## src/rtl/uart_arb_pkg.sv

```systemverilog
// Shared definitions for the round-robin UART transmit arbiter.
//   arb_state_t         FSM state encoding (tag states are used only when
//                       UART_ARB_TAG_EN is defined)
//   TAG_MARKER_FROM_MSB distance of the tag marker bit below the payload MSB
//   clog2_min1()        $clog2 that never returns less than 1, for index widths
package uart_arb_pkg;

    typedef enum logic [2:0] {
        ST_IDLE      = 3'd0,
        ST_ISSUE     = 3'd1,
        ST_WAIT_BUSY = 3'd2,
        ST_WAIT_DONE = 3'd3,
        ST_TAG_ISSUE = 3'd4,
        ST_TAG_BUSY  = 3'd5,
        ST_TAG_DONE  = 3'd6
    } arb_state_t;

    // Tag frames carry a marker bit at the payload MSB.
    localparam int TAG_MARKER_FROM_MSB = 0;

    function automatic int clog2_min1(input int n);
        return (n <= 2) ? 1 : $clog2(n);
    endfunction

endpackage

```

## src/rtl/uart_tx_arbiter_rr_pick.sv

```systemverilog
// Combinational round-robin picker.
//   req  : request vector, one bit per requester
//   ptr  : highest-priority index for this pick
//   any  : at least one request is set
//   idx  : first set request at or after ptr, wrapping modulo NUM_REQ
module rr_pick
    import uart_arb_pkg::*;
#(
    parameter int NUM_REQ = 4,
    parameter int IW      = clog2_min1(NUM_REQ)
) (
    input  logic [NUM_REQ-1:0] req,
    input  logic [IW-1:0]      ptr,
    output logic               any,
    output logic [IW-1:0]      idx
);

    always_comb begin
        int c;
        c   = 0;
        any = |req;
        idx = '0;
        // Walk from the farthest offset back to ptr so the nearest hit wins.
        for (int i = NUM_REQ - 1; i >= 0; i--) begin
            c = int'(ptr) + i;
            if (c >= NUM_REQ) c = c - NUM_REQ;
            if (req[IW'(c)]) idx = IW'(c);
        end
    end

endmodule

```

## src/rtl/uart_tx_arbiter.sv

```systemverilog
// Shares one UART transmitter among NUM_REQ byte requesters, round-robin.
// A winner is accepted with a one-cycle req_ready, its byte is registered on
// tx_data, tx_enable pulses once, and the arbiter waits for tx_busy to rise
// and fall before granting again. A missing busy rise sets a sticky error.
//   clk, reset   clock, synchronous active-high reset
//   req_valid    per-requester pending flag
//   req_data     per-requester byte, slice [i*DATA_WIDTH +: DATA_WIDTH]
//   req_ready    one-cycle accept pulse (combinational, at most one bit)
//   tx_enable    one-cycle start pulse to the UART
//   tx_data      registered byte for the UART, stable through the frame
//   tx_busy      UART busy flag
//   grant_id     requester owning the current frame
//   active       accept through end of frame
//   timeout_err  sticky: busy never rose within BUSY_TIMEOUT cycles
// Optional feature macro: UART_ARB_TAG_EN -- send a {1, grant_id} tag frame
// ahead of every payload frame.
module uart_tx_arbiter
    import uart_arb_pkg::*;
#(
    parameter int NUM_REQ      = 4,
    parameter int DATA_WIDTH   = 8,
    parameter int BUSY_TIMEOUT = 64
) (
    input  logic                             clk,
    input  logic                             reset,
    input  logic [NUM_REQ-1:0]               req_valid,
    input  logic [NUM_REQ*DATA_WIDTH-1:0]    req_data,
    output logic [NUM_REQ-1:0]               req_ready,
    output logic                             tx_enable,
    output logic [DATA_WIDTH-1:0]            tx_data,
    input  logic                             tx_busy,
    output logic [clog2_min1(NUM_REQ)-1:0]   grant_id,
    output logic                             active,
    output logic                             timeout_err
);

    localparam int IW = clog2_min1(NUM_REQ);
    localparam int CW = clog2_min1(BUSY_TIMEOUT + 1);
    localparam logic [CW-1:0] CNT_LIMIT = CW'(BUSY_TIMEOUT);

    function automatic logic [CW-1:0] sat_inc(input logic [CW-1:0] v);
        return (v == {CW{1'b1}}) ? v : v + 1'b1;
    endfunction

    function automatic logic [IW-1:0] wrap_inc(input logic [IW-1:0] v);
        return (v == IW'(NUM_REQ - 1)) ? '0 : v + 1'b1;
    endfunction

    arb_state_t             state_q, state_n;
    logic [DATA_WIDTH-1:0]  tx_data_n;
    logic [IW-1:0]          grant_n, rr_ptr, rr_n;
    logic                   active_n, err_n, en_q, en_n;
    logic [CW-1:0]          cnt_q, cnt_n, cnt_inc;
    logic [NUM_REQ-1:0]     ready_raw;
    logic                   pick_any;
    logic [IW-1:0]          pick_idx;
    logic [DATA_WIDTH-1:0]  pick_data;

`ifdef UART_ARB_TAG_EN
    logic [DATA_WIDTH-1:0]  payload_q, payload_n;

    function automatic logic [DATA_WIDTH-1:0] tag_of(input logic [IW-1:0] id);
        logic [DATA_WIDTH-1:0] t;
        t = '0;
        t[IW-1:0] = id;
        t[DATA_WIDTH-1-TAG_MARKER_FROM_MSB] = 1'b1;
        return t;
    endfunction
`endif

    rr_pick #(.NUM_REQ(NUM_REQ), .IW(IW)) u_pick (
        .req (req_valid),
        .ptr (rr_ptr),
        .any (pick_any),
        .idx (pick_idx)
    );

    assign pick_data = req_data[pick_idx*DATA_WIDTH +: DATA_WIDTH];
    assign cnt_inc   = sat_inc(cnt_q);

    // Gating keeps the handshake and start pulse quiet during reset and
    // never lets a start pulse overlap a busy UART.
    assign req_ready = ready_raw & {NUM_REQ{~reset}};
    assign tx_enable = en_q & ~tx_busy & ~reset;

    always_comb begin
        state_n   = state_q;
        tx_data_n = tx_data;
        grant_n   = grant_id;
        active_n  = active;
        err_n     = timeout_err;
        rr_n      = rr_ptr;
        cnt_n     = cnt_q;
        en_n      = 1'b0;
        ready_raw = '0;
`ifdef UART_ARB_TAG_EN
        payload_n = payload_q;
`endif
        case (state_q)
            ST_IDLE: begin
                if (pick_any && !tx_busy) begin
                    ready_raw[pick_idx] = 1'b1;
                    grant_n  = pick_idx;
                    active_n = 1'b1;
                    rr_n     = wrap_inc(pick_idx);
                    cnt_n    = '0;
`ifdef UART_ARB_TAG_EN
                    payload_n = pick_data;
                    tx_data_n = tag_of(pick_idx);
                    state_n   = ST_TAG_ISSUE;
`else
                    tx_data_n = pick_data;
                    state_n   = ST_ISSUE;
`endif
                end
            end
            ST_ISSUE: begin
                en_n    = 1'b1;
                cnt_n   = cnt_inc;
                state_n = ST_WAIT_BUSY;
            end
            // The counter runs from the issue cycle so the error lands
            // BUSY_TIMEOUT cycles after it.
            ST_WAIT_BUSY: begin
                cnt_n = cnt_inc;
                if (tx_busy) begin
                    state_n = ST_WAIT_DONE;
                end else if (cnt_inc >= CNT_LIMIT) begin
                    err_n    = 1'b1;
                    active_n = 1'b0;
                    state_n  = ST_IDLE;
                end
            end
            ST_WAIT_DONE: begin
                if (!tx_busy) begin
                    active_n = 1'b0;
                    state_n  = ST_IDLE;
                end
            end
`ifdef UART_ARB_TAG_EN
            ST_TAG_ISSUE: begin
                en_n    = 1'b1;
                cnt_n   = cnt_inc;
                state_n = ST_TAG_BUSY;
            end
            ST_TAG_BUSY: begin
                cnt_n = cnt_inc;
                if (tx_busy) begin
                    state_n = ST_TAG_DONE;
                end else if (cnt_inc >= CNT_LIMIT) begin
                    err_n    = 1'b1;
                    active_n = 1'b0;
                    state_n  = ST_IDLE;
                end
            end
            // Payload replaces the tag only once the tag frame has finished.
            ST_TAG_DONE: begin
                if (!tx_busy) begin
                    tx_data_n = payload_q;
                    cnt_n     = '0;
                    state_n   = ST_ISSUE;
                end
            end
`endif
            default: state_n = ST_IDLE;
        endcase
    end

    always_ff @(posedge clk) begin
        if (reset) begin
            state_q     <= ST_IDLE;
            tx_data     <= '0;
            grant_id    <= '0;
            active      <= 1'b0;
            timeout_err <= 1'b0;
            rr_ptr      <= '0;
            cnt_q       <= '0;
            en_q        <= 1'b0;
`ifdef UART_ARB_TAG_EN
            payload_q   <= '0;
`endif
        end else begin
            state_q     <= state_n;
            tx_data     <= tx_data_n;
            grant_id    <= grant_n;
            active      <= active_n;
            timeout_err <= err_n;
            rr_ptr      <= rr_n;
            cnt_q       <= cnt_n;
            en_q        <= en_n;
`ifdef UART_ARB_TAG_EN
            payload_q   <= payload_n;
`endif
        end
    end

endmodule
```

## config.mk

```make
export PLATFORM = sky130hd
export DESIGN_NAME = uart_tx_arbiter
export DESIGN_NICKNAME = d
export VERILOG_FILES = /design/src/rtl/uart_arb_pkg.sv /design/src/rtl/uart_tx_arbiter_rr_pick.sv /design/src/rtl/uart_tx_arbiter.sv
export SDC_FILE = /design/constraint.sdc
export NUM_CORES = 1
export LEC_CHECK = 0
export ABC_CLOCK_PERIOD_IN_PS = 2800
export CAP_MARGIN = 40
export CORE_MARGIN = 2
export CORE_UTILIZATION = 67
export CTS_BUF_LIST = sky130_fd_sc_hd__clkbuf_8 sky130_fd_sc_hd__clkbuf_16
export CTS_CLUSTER_SIZE = 10
export DETAILED_ROUTE_END_ITERATION = 10
export DONT_BUFFER_PORTS = 1
export GPL_ROUTABILITY_DRIVEN = 1
export PLACE_DENSITY_LB_ADDON = 0.2
export SYNTH_ARGS = -nofsm -noshare
export SYNTH_HDL_FRONTEND = slang
export SYNTH_SLANG_ARGS = --single-unit
export TNS_END_PERCENT = 30
```

## constraint.sdc

```tcl
create_clock -name clk -period 2.8 [get_ports clk]
set_clock_uncertainty 0.15 [all_clocks]
set_input_delay 0.28 -clock clk [delete_from_list [all_inputs] [get_ports clk]]
set_output_delay 0.28 -clock clk [all_outputs]
set_load 0.02 [all_outputs]
```

After elaboration in Yosys (flattened, before gate mapping)
Cells that the tools add are included.
{"block": "totals", "wordCells": 96, "regBits": 25, "memories": 0, "out_inout_bits": 17, "romBits": 0, "latch_bits": 0, "ram_bits": 0, "input_bits": 39}
{"block": "op_classes", "div_mod_pow": 0, "n_reduce_logical": 13, "eq_ne": 10, "magnitude_cmp": 11, "shift": 1, "multipliers": 0, "mux": 39, "add_sub_neg": 9, "n_bitwise": 5}
{"cell": "$shiftx 32x6->8", "count": 1}
{"cell": "$mux 2", "count": 9}
{"cell": "$lt 2x4->1 const B", "count": 4}
{"cell": "$mux 1", "count": 14}
{"cell": "$mux 7", "count": 2}
{"cell": "$pmux 7 s2", "count": 1}
{"cell": "$mux 3", "count": 4}
{"cell": "$pmux 3 s4", "count": 1}
{"cell": "$ge 3x3->1 const B", "count": 3}
{"cell": "$bmux 1 s2", "count": 4}
{"cell": "$mux 4", "count": 2}
{"cell": "$ne 2x2->1 const B", "count": 4}
{"cell": "$sub 2x1->2 const B", "count": 4}
{"cell": "$add 7x1->7 const B", "count": 1}
{"cell": "$eq 7x7->1 const B", "count": 1}
{"cell": "$ge 7x7->1 const B", "count": 1}
{"cell": "$add 2x2->3 const B", "count": 2}
{"cell": "$eq 3x2->1 const B", "count": 2}
{"cell": "$reduce_and 3->1", "count": 2}
{"cell": "$reduce_and 5->1", "count": 1}
{"cell": "$and 4x4->4", "count": 1}
{"cell": "$reduce_and 2->1", "count": 2}
{"cell": "$reduce_or 4->1", "count": 1}
{"cell": "$add 2x1->3 const B", "count": 1}
{"cell": "17 further kinds", "count": 20}

Depth between registers and ports, before layout
Gate-level depths: netlist (run 1).
{"block": "logic_depth", "word_depth": 17, "ltp_mapped": 9, "depth_no_buf": 7}

Hierarchy
From an unflattened synthesis (run 1), not the netlist that was laid out.
{"block": "unflattened", "hier_cells": 171, "hier_area_um2": 1487.7}
{"module": "uart_tx_arbiter", "cells_per_inst": 158, "area_each_um2": 1410.1, "n_inst": 1, "seq_area_each_um2": 480.5}
{"module": "rr_pick", "cells_per_inst": 13, "area_each_um2": 77.6, "n_inst": 1, "seq_area_each_um2": 0.0}

Worst setup path after synthesis (run 1)
No wires, ideal clock.
{"block": "synth_path", "path_type": "input -> output", "startpoint": "input port req_valid[2]", "endpoint": "output port req_ready[1]", "n_path_buf": 2, "stages": 8, "t_arrival_ps": 1633, "setup_slack_ps": 737, "path_cell_list": "nor2b_1 -> a21o_1 -> a211o_2 -> buf_4 -> buf_6 -> inv_1 -> ha_1 -> and2_1"}
{"block": "synth_via", "elab_chain_cells": 14}
{"element": "start, declared", "line_no": "uart_tx_arbiter.sv:26", "text": "input logic [NUM_REQ-1:0] req_valid,"}
{"element": "$bmux 1 s2", "line_no": "uart_tx_arbiter_rr_pick.sv:27", "text": "if (req[IW'(c)]) idx = IW'(c);"}
{"element": "$mux 1 (not written as such) (2 in series)", "line_no": "uart_tx_arbiter_rr_pick.sv:27"}
{"element": "$mux 2 (3 in series)", "line_no": "uart_tx_arbiter_rr_pick.sv:27"}
{"element": "$mux 2 *", "line_no": "uart_tx_arbiter_rr_pick.sv:27"}
{"element": "net pick_idx[0]", "line_no": "uart_tx_arbiter.sv:56", "text": "logic [IW-1:0] pick_idx;"}
{"element": "$lt 2x3->1 (not written as such) / $ge 2x1->1 (equally long branches)", "line_no": "uart_tx_arbiter.sv:102", "text": "ready_raw[pick_idx] = 1'b1;"}
{"element": "$logic_and 1x1->1 (not written as such)", "line_no": "uart_tx_arbiter.sv:102"}
{"element": "$mux 1 (not written as such)", "line_no": "uart_tx_arbiter.sv:102"}
{"element": "$demux 1 s2 *", "line_no": "uart_tx_arbiter.sv:102"}
{"element": "$mux 4 *", "line_no": "uart_tx_arbiter.sv:101", "text": "if (pick_any && !tx_busy) begin"}
{"element": "$mux 4 *", "line_no": "uart_tx_arbiter.sv:99", "text": "case (state_q)"}
{"element": "$and 4x4->4 *", "line_no": "uart_tx_arbiter.sv:83", "text": "assign req_ready = ready_raw & {NUM_REQ{~reset}};"}
{"element": "end, declared", "line_no": "uart_tx_arbiter.sv:28", "text": "output logic [NUM_REQ-1:0] req_ready,"}
The timed path passes the listed nets; every way through them passes the cells marked *. The select of a mux whose other input is x is not followed.

Final worst setup path (run 1)
{"block": "layout_path", "startpoint": "register state_q[0]", "endpoint": "output port req_ready[3]"}
{"block": "layout_via", "elab_chain_cells": 3}
{"element": "start, declared", "line_no": "uart_tx_arbiter.sv:49", "text": "arb_state_t state_q, state_n;"}
{"element": "start signal, assigned", "line_no": "uart_tx_arbiter.sv:183", "text": "state_q <= state_n;"}
{"element": "$logic_not 3->1", "line_no": "uart_tx_arbiter.sv:99"}
{"element": "$mux 4", "line_no": "uart_tx_arbiter.sv:99"}
{"element": "$and 4x4->4", "line_no": "uart_tx_arbiter.sv:83"}
No other way between the ends.

==> results of run 1 <==
==> cell type report <==
class / count / area, sq um
multi-input combinational: 123 / 913
fill: 162 / 608
sequential: 24 / 480
clock buffer: 3 / 41.3
tap: 28 / 35.0
clock inverter: 1 / 30.0
inverter: 8 / 30.0
timing repair buffer: 1 / 10.0
==> sequential cells by signal (all words and copies together), names as in the netlist <==
name / flops
timeout_err: 1
state_q: 2
grant_id: 2
tx_data: 8
rr_ptr: 2
en_q: 1
cnt_q: 7
active: 1
==> power by group through the flow <==
| stage | Clock (W) | Sequential (W) | Combinational, W |
|---|---|---|---|
| after floorplan | 0 | 0.000535 | 0.000490 |
| after global placement | 0 | 0.000549 | 0.000528 |
| after detailed placement | 0 | 0.000553 | 0.000552 |
| after CTS | 0.000307 | 0.000545 | 0.000559 |
| after global routing | 0.000320 | 0.000553 | 0.000629 |
| final | 0.000301 | 0.000545 | 0.000563 |
==> cells by family after synthesis <==
family	Yosys count
simple gates	56
xor+xnor	3
compound gates	34
fa+ha+maj	10
flops	24
mux	20
buf+inv	17
==> worst register-to-register path, stage by stage, from the launching register on <==
cell and delay, ns:
dfxtp_1 0.36, inv_1 0.12, ha_1 0.28, nand2_1 0.39, or3_1 0.58, o221ai_1 0.24
==> what timing repair did <==
item | 4_1_cts | 5_1_grt
buffers inserted | 0 | 0
hold buffers | 1 | 0
hold endpoints to repair | 9 | 0
==> metrics by stage <==
step                utilization  cells  instance area (sq um)  power (W)
finish                    0.717    188                   1540    0.00141
global route              0.717    188                   1540    0.00150
CTS                       0.717    188                   1540    0.00141
detailed placement        0.679    183                   1460    0.00110
global placement          0.679    183                   1460    0.00108
floorplan                     -    164                   1480    0.00102
==> Yosys cell counts, types with 6 or more instances <==
| library cell | instances | area, sq um |
|---|---|---|
| mux2i_1 | 20 | 200 |
| nor2_1 | 13 | 48.8 |
| nand3b_1 | 8 | 60.1 |
| dfxtp_1 | 24 | 480 |
| ha_1 | 10 | 125 |
| and2_1 | 6 | 37.5 |
| a21oi_1 | 10 | 50.1 |
| inv_1 | 7 | 26.3 |
| nand2_1 | 7 | 26.3 |
| nand3_1 | 7 | 35.0 |
| o221ai_1 | 8 | 70.1 |
==> metal layers <==
metal	share of wire	global-route usage	vias up
met3	0.068	0.0439	8
met5	0	0	-
li1	-	-	587
met1	0.40	0.280	566
met2	0.51	0.450	54
met4	0.017	0.108	0
==> cell usage in the layout, fill, tap and decap left out, drive strengths merged, types with 6 or more instances in the layout <==
cell type  Yosys  final
nor2          13     13
inv            8      8
and2           6      6
nand3          7      7
nand3b         8      8
o221ai         8      8
dfxtp         24     24
nand2          7      7
ha            10     10
a21oi         11     11
mux2i         20     20
==> how the worst max path moves through the flow <==
stage / to / slack [ns] / cells past startpoint
floorplan: req_ready[1] / 0.74 / 8
finish: req_ready[3] / 0.37 / 5
global route: req_ready[3] / 0.22 / 5
global placement: req_ready[0] / 0.63 / 5
CTS: req_ready[3] / 0.38 / 6
detailed placement: req_ready[3] / 0.58 / 5
==> results.md, run 1 <==
* Synth Flop Type: dfxtp_1
* CTS Buf Count at 3
* Final setup margin at 0.369 ns
* Class of the worst hold path: input port to flip-flop
* Synth Area in XOR/XNOR at 0.0178
* DRC Markers at 0
* Worst Setup End Kind: output pin
* ANT nets after route at 0
* Measured slew at the worst slew-check pin at 0.657 ns
* Core Area at 2150 sq um
* CP max FO at 17
* Worst reg2reg endpoint: tx_data[7]
* Area Growth Syn to Fin at 4.23%
* WS Path Type: flip-flop to output pin
* Syn_area_per_cell at 9.01 sq um
* TritonCTS clock tree: done
* R2R setup slack at 0.59 ns
* Clock power share at 0.214
* Die width at 51.0 um
* Hold path depth at 3
* Sw Ratio at 0.402
* Clk_lat worst skew at 0.27 ns
* Vias in the first global route at 1141
* VDD IR-drop max at 0.570 mV
* R2R depth at 5
* Relative slew slack at 0.558
* Worst path slowest cell: nand2_1
* Sequential share of the synthesized area at 0.325
* Pin count of the biggest net entering global routing at 21
* Max-slew violation count at 0
* Drt first-iter violations at 17
* Antenna fix cells at 0
* Cell count after synthesis at 164
* GR Overflow Total at 0
* Setup-failing EPs final at 0
* Hold Path Sink: timeout_err
* Setup TNS at 0 ns
* Outcome: finished clean
* Power per Cell Area at 915 nW/um^2
* CP Data Arrival Time at 2.00 ns
* Flop pwr share at 0.387
* Main combinational cell family by area after synthesis: simple AND/OR/NAND/NOR gates
* # Max-Cap Violations at 0
* Post-cts resize count at 0
* H-tree levels at 1
* Post-synth ARST share at 0
* Pre-Repair DR Iteration Count at 4
* Synth cell types at 39
* Vias per cell at 6.46
* Port buffer count at 0
* Routability cong. at 0.892
* Post-synthesis mux area share at 0.135
* Setup crit start: state_q[0]
* RSZ-0062 raised after global routing: no
* Placement row count at 17
* Clock buffer depth at 2
* Static leakage at 0.673 nW
* Starting Density at 0.688
* Fin. Hold Viols at 0
* FMAX at 411 MHz
* Top-Level Pins at 56
* Die area at 2600 sq um
* First-pass GRT wire length at 4.93 mm
* Cell Chain, Critical Path: inv_1 > ha_1 > nand2_1 > nor2_1 > and2_1
* DRT Wirelength at 3.13 mm
* Post-synth net total at 213
* Crit Reg-Reg Startpoint: state_q[0]
* EDFF count, synth at 0
* Buffers & Inverters on Critical Path at 1
* Combinational share of power at 0.400
* Final min period at 2.43 ns
* Simple logic cell fraction of the synthesized area at 0.204
* CP required at 2.37 ns
* Min Hold Slack at 0.0478 ns
* Hpwl dp at 2.25 mm
* Max incr delay on CP at 0.39 ns
* Startpoint types: flip-flop
* Post-synthesis adder-cell area fraction at 0.0847
* Vias at 1215
* Synthesized area at 1480 sq um
* CP top delay family: simple AND/OR/NAND/NOR gates
* Initial antenna violation count at 0
* Hold_sp: tx_busy
* Layout cells sized above 1 at 0.0625
* GRT Total Usage at 0.248
* Net Switching at 0.000566 W
* DR WL/cell at 16.6 um
* CTS Sinks at 24
* Nets at 210
* Die height at 51.0 um
* Ys Warns at 0
* CTS Root Cell: clkbuf_8
* DP Worst Slack at 0.577 ns
* Pint at 0.000843 W
* Synth Area in Compound Gates at 0.176
* Period utilisation layout at 0.868
* #FFs+latches synth at 24
* Clock transition at path regs at 0.09 ns
Note: power is estimated with default switching activity, not from simulation.
==> run 2: changes to the inputs <==
--- a/config.mk
+++ b/config.mk
@@ -5,16 +5,16 @@
 export SDC_FILE = /design/constraint.sdc
 export NUM_CORES = 1
 export LEC_CHECK = 0
-export ABC_CLOCK_PERIOD_IN_PS = 2800
+export ABC_CLOCK_PERIOD_IN_PS = 2100
 export CAP_MARGIN = 40
 export CORE_MARGIN = 2
-export CORE_UTILIZATION = 67
+export CORE_UTILIZATION = 56
 export CTS_BUF_LIST = sky130_fd_sc_hd__clkbuf_8 sky130_fd_sc_hd__clkbuf_16
 export CTS_CLUSTER_SIZE = 10
 export DETAILED_ROUTE_END_ITERATION = 10
 export DONT_BUFFER_PORTS = 1
 export GPL_ROUTABILITY_DRIVEN = 1
-export PLACE_DENSITY_LB_ADDON = 0.2
+export PLACE_DENSITY = 0.74
 export SYNTH_ARGS = -nofsm -noshare
 export SYNTH_HDL_FRONTEND = slang
 export SYNTH_SLANG_ARGS = --single-unit
==> constraint.sdc (replaced) <==
create_clock -name clk -period 2.1 [get_ports clk]
set_clock_uncertainty 0.15 [all_clocks]
set_input_delay 0.21 -clock clk [delete_from_list [all_inputs] [get_ports clk]]
set_output_delay 0.21 -clock clk [all_outputs]
set_load 0.02 [all_outputs]
==> run 2 against run 1 <==
Compared with the run above:
- global-route usage down 5.0 points
- worst setup slack worse by 0.28 ns
- total power grew 35%
- flip-flop and latch count did not move
- cell area rose by 3.2%
- die area is 18% higher
- clock-buffer cell count increased by 1
- clock power increased by 4%
- sequential share of layout area decreased by 0.88 points
- routed wire length shrank 0.70%
- via count is 0.58% lower
- critical path type unchanged
- critical endpoint unchanged
- largest cell class unchanged
- largest power group unchanged
- highest routed layer unchanged
==> results.md, run 2 (synthesized netlist as in run 1, its figures left out) <==
* CP max FO at 5 (-12)
* CP required at 1.74 ns (-0.63 ns)
* Area Growth Syn to Fin at 7.54%
* Vias at 1208 (-0.58%)
* GRT Total Usage at 0.198 (-0.0500)
* Setup-failing EPs final at 0 (unchanged)
* Nets at 215 (+2.4%)
* Most common cell after layout, fill and taps aside: dfxtp_1
* VDD IR-drop max at 0.875 mV (+54%)
* Initial antenna violation count at 0 (unchanged)
* Pre-Repair DR Iteration Count at 4 (unchanged)
* Relative slew slack at 0.531 (-0.0268)
* CTS Buf Count at 3 (unchanged)
* Power per Cell Area at 1190 nW/um^2 (+31%)
* # Max-Cap Violations at 0 (unchanged)
* Measured slew at the worst slew-check pin at 0.702 ns (+0.0447 ns)
* R2R setup slack at 0.17 ns (-0.42 ns)
* Most flops, register: tx_data
* H-tree levels at 1 (unchanged)
* Final core utilization at 0.636 (-0.0813)
* Clock transition at path regs at 0.08 ns (about the same)
* CP Data Arrival Time at 1.65 ns (-0.35 ns)
* Clk_lat worst skew at 0.27 ns (about the same)
* Hold_sp: req_data[26]
* Vias in the first global route at 1187 (+4.0%)
* Worst reg2reg endpoint: tx_data[3]
* Routability cong. at 0.839 (-5.9%)
* Static leakage at 0.694 nW (+3.1%)
* DRC Markers at 0 (unchanged)
* Fin. Hold Viols at 0 (unchanged)
* FMAX at 497 MHz
* Die height at 55.4 um (+8.7%)
* Hpwl dp at 2.30 mm (+2.2%)
* RSZ-0062 raised after global routing: no
* TritonCTS clock tree: done
* Outcome: finished clean
* GR Overflow Total at 0 (unchanged)
* Core Area at 2500 sq um (+16%)
* Worst Setup End Kind: output pin
* Antenna fix cells at 0 (unchanged)
* Pin count of the biggest net entering global routing at 17 (-19%)
* Final setup margin at 0.0886 ns (-0.280 ns)
* Startpoint types: flip-flop
* Crit Reg-Reg Startpoint: rr_ptr[1]
* CTS Sinks at 24 (unchanged)
* Period utilisation layout at 0.958
* Drt first-iter violations at 57 (+40)
* Largest registers: tx_data x8, cnt_q x7
* Final min period at 2.01 ns
* Min Hold Slack at 0.00531 ns (-0.0425 ns)
* Placement row count at 18 (+1)
* CTS Root Cell: clkbuf_8
* DRT Wirelength at 3.11 mm (-0.70%)
* Class of the worst hold path: input port to flip-flop
* R2R depth at 5 (unchanged)
* Crit path to: req_ready[3]
* ANT nets after route at 0 (unchanged)
* Port buffer count at 0 (unchanged)
* Starting Density at 0.591 (-0.0967)
* Layout cells sized above 1 at 0.139 (+0.0769)
* Commonest non-fill, non-tap cells in the layout: dfxtp_1 (23), mux2i_1 (20), nor2_1 (12), a21oi_1 (10), ha_1 (9)
* WS Path Type: flip-flop to output pin
* Clock buffer depth at 2 (unchanged)
* Die width at 55.4 um (+8.7%)
* DR WL/cell at 15.9 um (-4.3%)
* Max reg flops at 8 (unchanged)
* Max-slew violation count at 0 (unchanged)
* Setup TNS at 0 ns (unchanged)
* Top-Level Pins at 56 (unchanged)
* Setup crit start: rr_ptr[0]
* Vias per cell at 6.19 (-4.1%)
* First-pass GRT wire length at 5.04 mm (+2.2%)
* Die area at 3070 sq um (+18%)
* DP Worst Slack at 0.142 ns (-0.434 ns)
==> run 2: cell types whose count changed in the layout (fill, tap and decap cells not counted), moves of 2 or more <==
| cell | previous run | this run |
|---|---|---|
| buf_4 | 0 | 4 |
| inv_1 | 7 | 5 |
| inv_2 | 1 | 3 |
| and2_2 | 0 | 3 |
| and2_1 | 6 | 2 |
==> run 2: cell type report <==
cell class	count	area [sq um]
flip-flops and latches	24	482
repair buffers	6	50.0
multi-input cells	123	935
clock buffers	4	55.1
fillers	214	911
well taps	30	37.5
inverters	8	30.0
==> run 2: worst min path at each step <==
stage,to,depth (start not counted)
floorplan,tx_data[2],2
global placement,grant_id[0],1
detailed placement,state_q[0],1
CTS,tx_data[2],2
global route,tx_data[2],2
finish,tx_data[2],2
==> run 2: per-stage QoR <==
step / std cells / instance area [sq um] / power (W)
6_report: 195 / 1590 / 0.00190
5_1_grt: 195 / 1590 / 0.00202
4_1_cts: 195 / 1570 / 0.00186
3_5_place_dp: 189 / 1490 / 0.00153
3_3_place_gp: 189 / 1490 / 0.00149
2_1_floorplan: 164 / 1480 / 0.00137
==> run 2: routing by layer <==
layer | track usage | part of all wire
met1 | 0.264 | 0.44
met2 | 0.333 | 0.50
met3 | 0.0234 | 0.047
met4 | 0.0592 | 0.011
met5 | 0 | 0
==> run 2: where the power goes <==
part / internal [W] / switching, W
logic: 0.000381 / 0.000472
registers: 0.000565 / 0.000167
clock network: 0.000167 / 0.000145
total: 0.00111 / 0.000785
==> run 2: critical path: stages (launching register included) <==
cell and delay (ns):
dfxtp_2 0.34, nor2b_1 0.07, a21o_1 0.16, a211o_2 0.37
inv_1 0.09, ha_1 0.15, and2_2 0.19
==> run 2: repair_timing <==
| action | CTS | global route |
|---|---|---|
| hold buffers | 2 | 0 |
| pin swaps | 0 | 0 |
| gates resized for setup | 5 | 6 |
| endpoints found under the hold margin | 10 | 0 |
| setup endpoints to repair | 4 | 4 |
| buffers inserted | 0 | 0 |
==> run 3: changes to the inputs <==
--- a/config.mk
+++ b/config.mk
@@ -5,16 +5,17 @@
 export SDC_FILE = /design/constraint.sdc
 export NUM_CORES = 1
 export LEC_CHECK = 0
+export ABC_AREA = 1
 export ABC_CLOCK_PERIOD_IN_PS = 2100
 export CAP_MARGIN = 40
 export CORE_MARGIN = 2
-export CORE_UTILIZATION = 56
+export CORE_UTILIZATION = 57
 export CTS_BUF_LIST = sky130_fd_sc_hd__clkbuf_8 sky130_fd_sc_hd__clkbuf_16
 export CTS_CLUSTER_SIZE = 10
 export DETAILED_ROUTE_END_ITERATION = 10
 export DONT_BUFFER_PORTS = 1
 export GPL_ROUTABILITY_DRIVEN = 1
-export PLACE_DENSITY = 0.74
+export PLACE_DENSITY = 0.75
 export SYNTH_ARGS = -nofsm -noshare
 export SYNTH_HDL_FRONTEND = slang
 export SYNTH_SLANG_ARGS = --single-unit
==> run 3 against run 2 <==
Compared with the run above:
- the flow now finishes with violations (setup timing)
- combinational power rose to 2.9 times the previous value
- routed wire length rose by 48%
- critical endpoint is now req_ready[0]
- cell count rose by 84%
- fmax fell by 8.7%
==> results.md, run 3 <==
* Synth Flop Type: dfxtp_1
* Synth cell types at 33 (-15%)
* Most common cell after layout, fill and taps aside: inv_1
* Design Area, Final at 2380 sq um (+50%)
* Clk_lat worst skew at 0.27 ns (about the same)
* Port buffer count at 0 (unchanged)
* WS Path Type: flip-flop to output pin
* VDD IR-drop max at 0.914 mV (+4.5%)
* GRT Total Usage at 0.234 (+0.0369)
* Failing checks: setup timing
* Vias in the first global route at 1744 (+47%)
* Drt first-iter violations at 82 (+44%)
* Fin. Hold Viols at 0 (unchanged)
* Clock transition at path regs at 0.09 ns (about the same)
* Top-Level Pins at 56 (unchanged)
* R2R setup slack at -0.03 ns (-0.20 ns)
* Outcome: complete, but fails checks
* DRT Wirelength at 4.61 mm (+48%)
* Final min period at 2.20 ns (+0.192 ns)
* Nets at 362 (+68%)
* Class of the worst hold path: input port to flip-flop
* H-tree levels at 1 (unchanged)
* EDFF count, synth at 0 (unchanged)
* Measured slew at the worst slew-check pin at 0.395 ns (-0.306 ns)
* Area Growth Syn to Fin at 20.4%
* Sequential share of the synthesized area at 0.243 (-0.0821)
* Fillers at 278 (+30%)
* Placement row count at 21 (+3)
* Post-synth net total at 339 (+59%)
* Largest registers: tx_data x8, cnt_q x7
* Worst Setup End Kind: output pin
* Top post-synthesis cells by count: inv_1 (62), nand3_1 (46), nand2_1 (44), dfxtp_1 (24), nor2_1 (18)
* Max reg flops at 8 (unchanged)
* Min Hold Slack at 0.0830 ns (+0.0777 ns)
* FMAX at 454 MHz (-8.7%)
* TritonCTS clock tree: done
* Commonest non-fill, non-tap cells in the layout: inv_1 (57), nand3_1 (42), nand2_1 (39), dfxtp_1 (22), buf_4 (18)
* Most flops, register: tx_data
* #FFs+latches synth at 24 (unchanged)
* Vias per cell at 5.15 (-17%)
* CTS Root Cell: clkbuf_8
* Antenna fix cells at 0 (unchanged)
* Layout cells sized above 1 at 0.292 (+0.152)
* Final core utilization at 0.714 (+0.0779)
* Placed Cells at 345 (+83%)
* Post-Layout Cell Count at 358 (+84%)
* Ys Warns at 0 (unchanged)
* First-pass GRT wire length at 7.60 mm (+51%)
* ANT nets after route at 0 (unchanged)
* Die area at 3960 sq um (+29%)
* RSZ-0062 raised after global routing: yes
* Routability cong. at 0.863 (+2.8%)
* Synthesized area at 1980 sq um (+34%)
* Static leakage at 1.22 nW (+75%)
* Syn_area_per_cell at 6.82 sq um (-24%)
* Setup-failing EPs final at 5 (+5)
* Cell count after synthesis at 290 (+77%)
* CTS Buf Count at 3 (unchanged)
* Initial antenna violation count at 0 (unchanged)
* DR WL/cell at 12.9 um (-19%)
* Power per Cell Area at 1500 nW/um^2 (+26%)
* Max-slew violation count at 0 (unchanged)
* CP max FO at 5 (unchanged)
* Core Area at 3340 sq um (+33%)
* Most common cell in the netlist: inv_1
* CTS Sinks at 24 (unchanged)
* Pin count of the biggest net entering global routing at 21 (+4)
* Period utilisation layout at 1.05 (+0.0916)
* Ranking of synthesized cells by area: dfxtp_1 (24%), inv_1 (12%), nand3_1 (12%)
* Pre-Repair DR Iteration Count at 4 (unchanged)
* Die width at 62.9 um (+14%)
* CP Data Arrival Time at 1.84 ns (+0.19 ns)
* Relative slew slack at 0.735 (+0.204)
* CP required at 1.74 ns (about the same)
* Die height at 62.9 um (+14%)
* Post-synth top area cell: dfxtp_1
* Post-synth ARST share at 0 (unchanged)
* Starting Density at 0.592 (+0.00134)
* Synth top area share at 0.243 (-0.0821)
* Hpwl dp at 3.11 mm (+35%)
* DP Area at 2080 sq um (+40%)
* GR Overflow Total at 0 (unchanged)
* DRC Markers at 0 (unchanged)
* Final setup margin at -0.104 ns (-0.192 ns)
* Clock buffer depth at 2 (unchanged)
* # Max-Cap Violations at 0 (unchanged)
* Vias at 1844 (+53%)
* Startpoint types: flip-flop
-- run 3: report_power, final --
part	switching [W]	total (W)	internal (W)
clock	0.000157	0.000325	0.000168
sequential	0.000217	0.000811	0.000595
combinational	0.00139	0.00244	0.00105
-- run 3: cell type report --
type | count | area [sq um] | area share
clock buffer | 4 | 55.1 | 0.0231
inverter | 69 | 295 | 0.124
multi-input combinational | 189 | 1260 | 0.531
sequential | 24 | 485 | 0.204
tap | 46 | 57.6 | 0.0242
timing repair buffer | 26 | 223 | 0.0935
-- run 3: path summary, 6_finish.rpt --
kind / startpoint / end / cells after the start
setup / recovery: rr_ptr[0] / req_ready[0] / 12
hold / removal: req_data[25] / tx_data[1] / 6
setup reg to reg: rr_ptr[0] / tx_data[4] / 15
hold reg to reg: cnt_q[6] / cnt_q[6] / 2
-- run 3: cell families (layout without fill, tap and decap cells) --
group | Yosys count | in the layout | synth area share
buf+inv | 77 | 99 | 0.187
fa+ha+maj | 10 | 10 | 0.0633
compound gates | 34 | 34 | 0.109
simple gates | 143 | 143 | 0.389
flops | 24 | 24 | 0.243
xor+xnor | 2 | 2 | 0.00886
-- run 3: per-stage QoR --
| stage | setup TNS (ns) | total power, W | worst slack (ns) |
|---|---|---|---|
| finish | -0.393 | 0.00357 | -0.104 |
| global route | -1.14 | 0.00387 | -0.186 |
| CTS | -0.385 | 0.00335 | -0.118 |
| detailed placement | 0 | 0.00283 | 0.0102 |
| global placement | 0 | 0.00278 | 0.0623 |
| floorplan | 0 | 0.00244 | 0.0437 |
-- run 3: critical path: stages, from the launching register on --
cell and delay [ns]:
dfxtp_4 0.38, buf_6 0.14, o21ai_4 0.17, nand2_2 0.10
nand3_4 0.12, nand2_4 0.06, nand2_4 0.09, nand2_8 0.08
inv_8 0.07, ha_4 0.11, inv_1 0.03, nor2_1 0.08
buf_4 0.14
-- run 3: what timing repair did --
item                                   in CTS  in global routing
gates resized for setup                    25                 21
gates cloned                                0                  0
hold buffers                                2                  0
setup endpoints to repair                   4                 10
endpoints found under the hold margin       7                  0
setup buffers                               5                  2
pin swaps                                   8                 20
-- run 3: routing by layer --
metal | part of all wire | track usage | up-vias
met5 | 0 | 0 | -
met4 | 0.025 | 0.122 | 0
met3 | 0.049 | 0.0396 | 11
met2 | 0.50 | 0.399 | 67
met1 | 0.42 | 0.281 | 818
li1 | - | - | 948
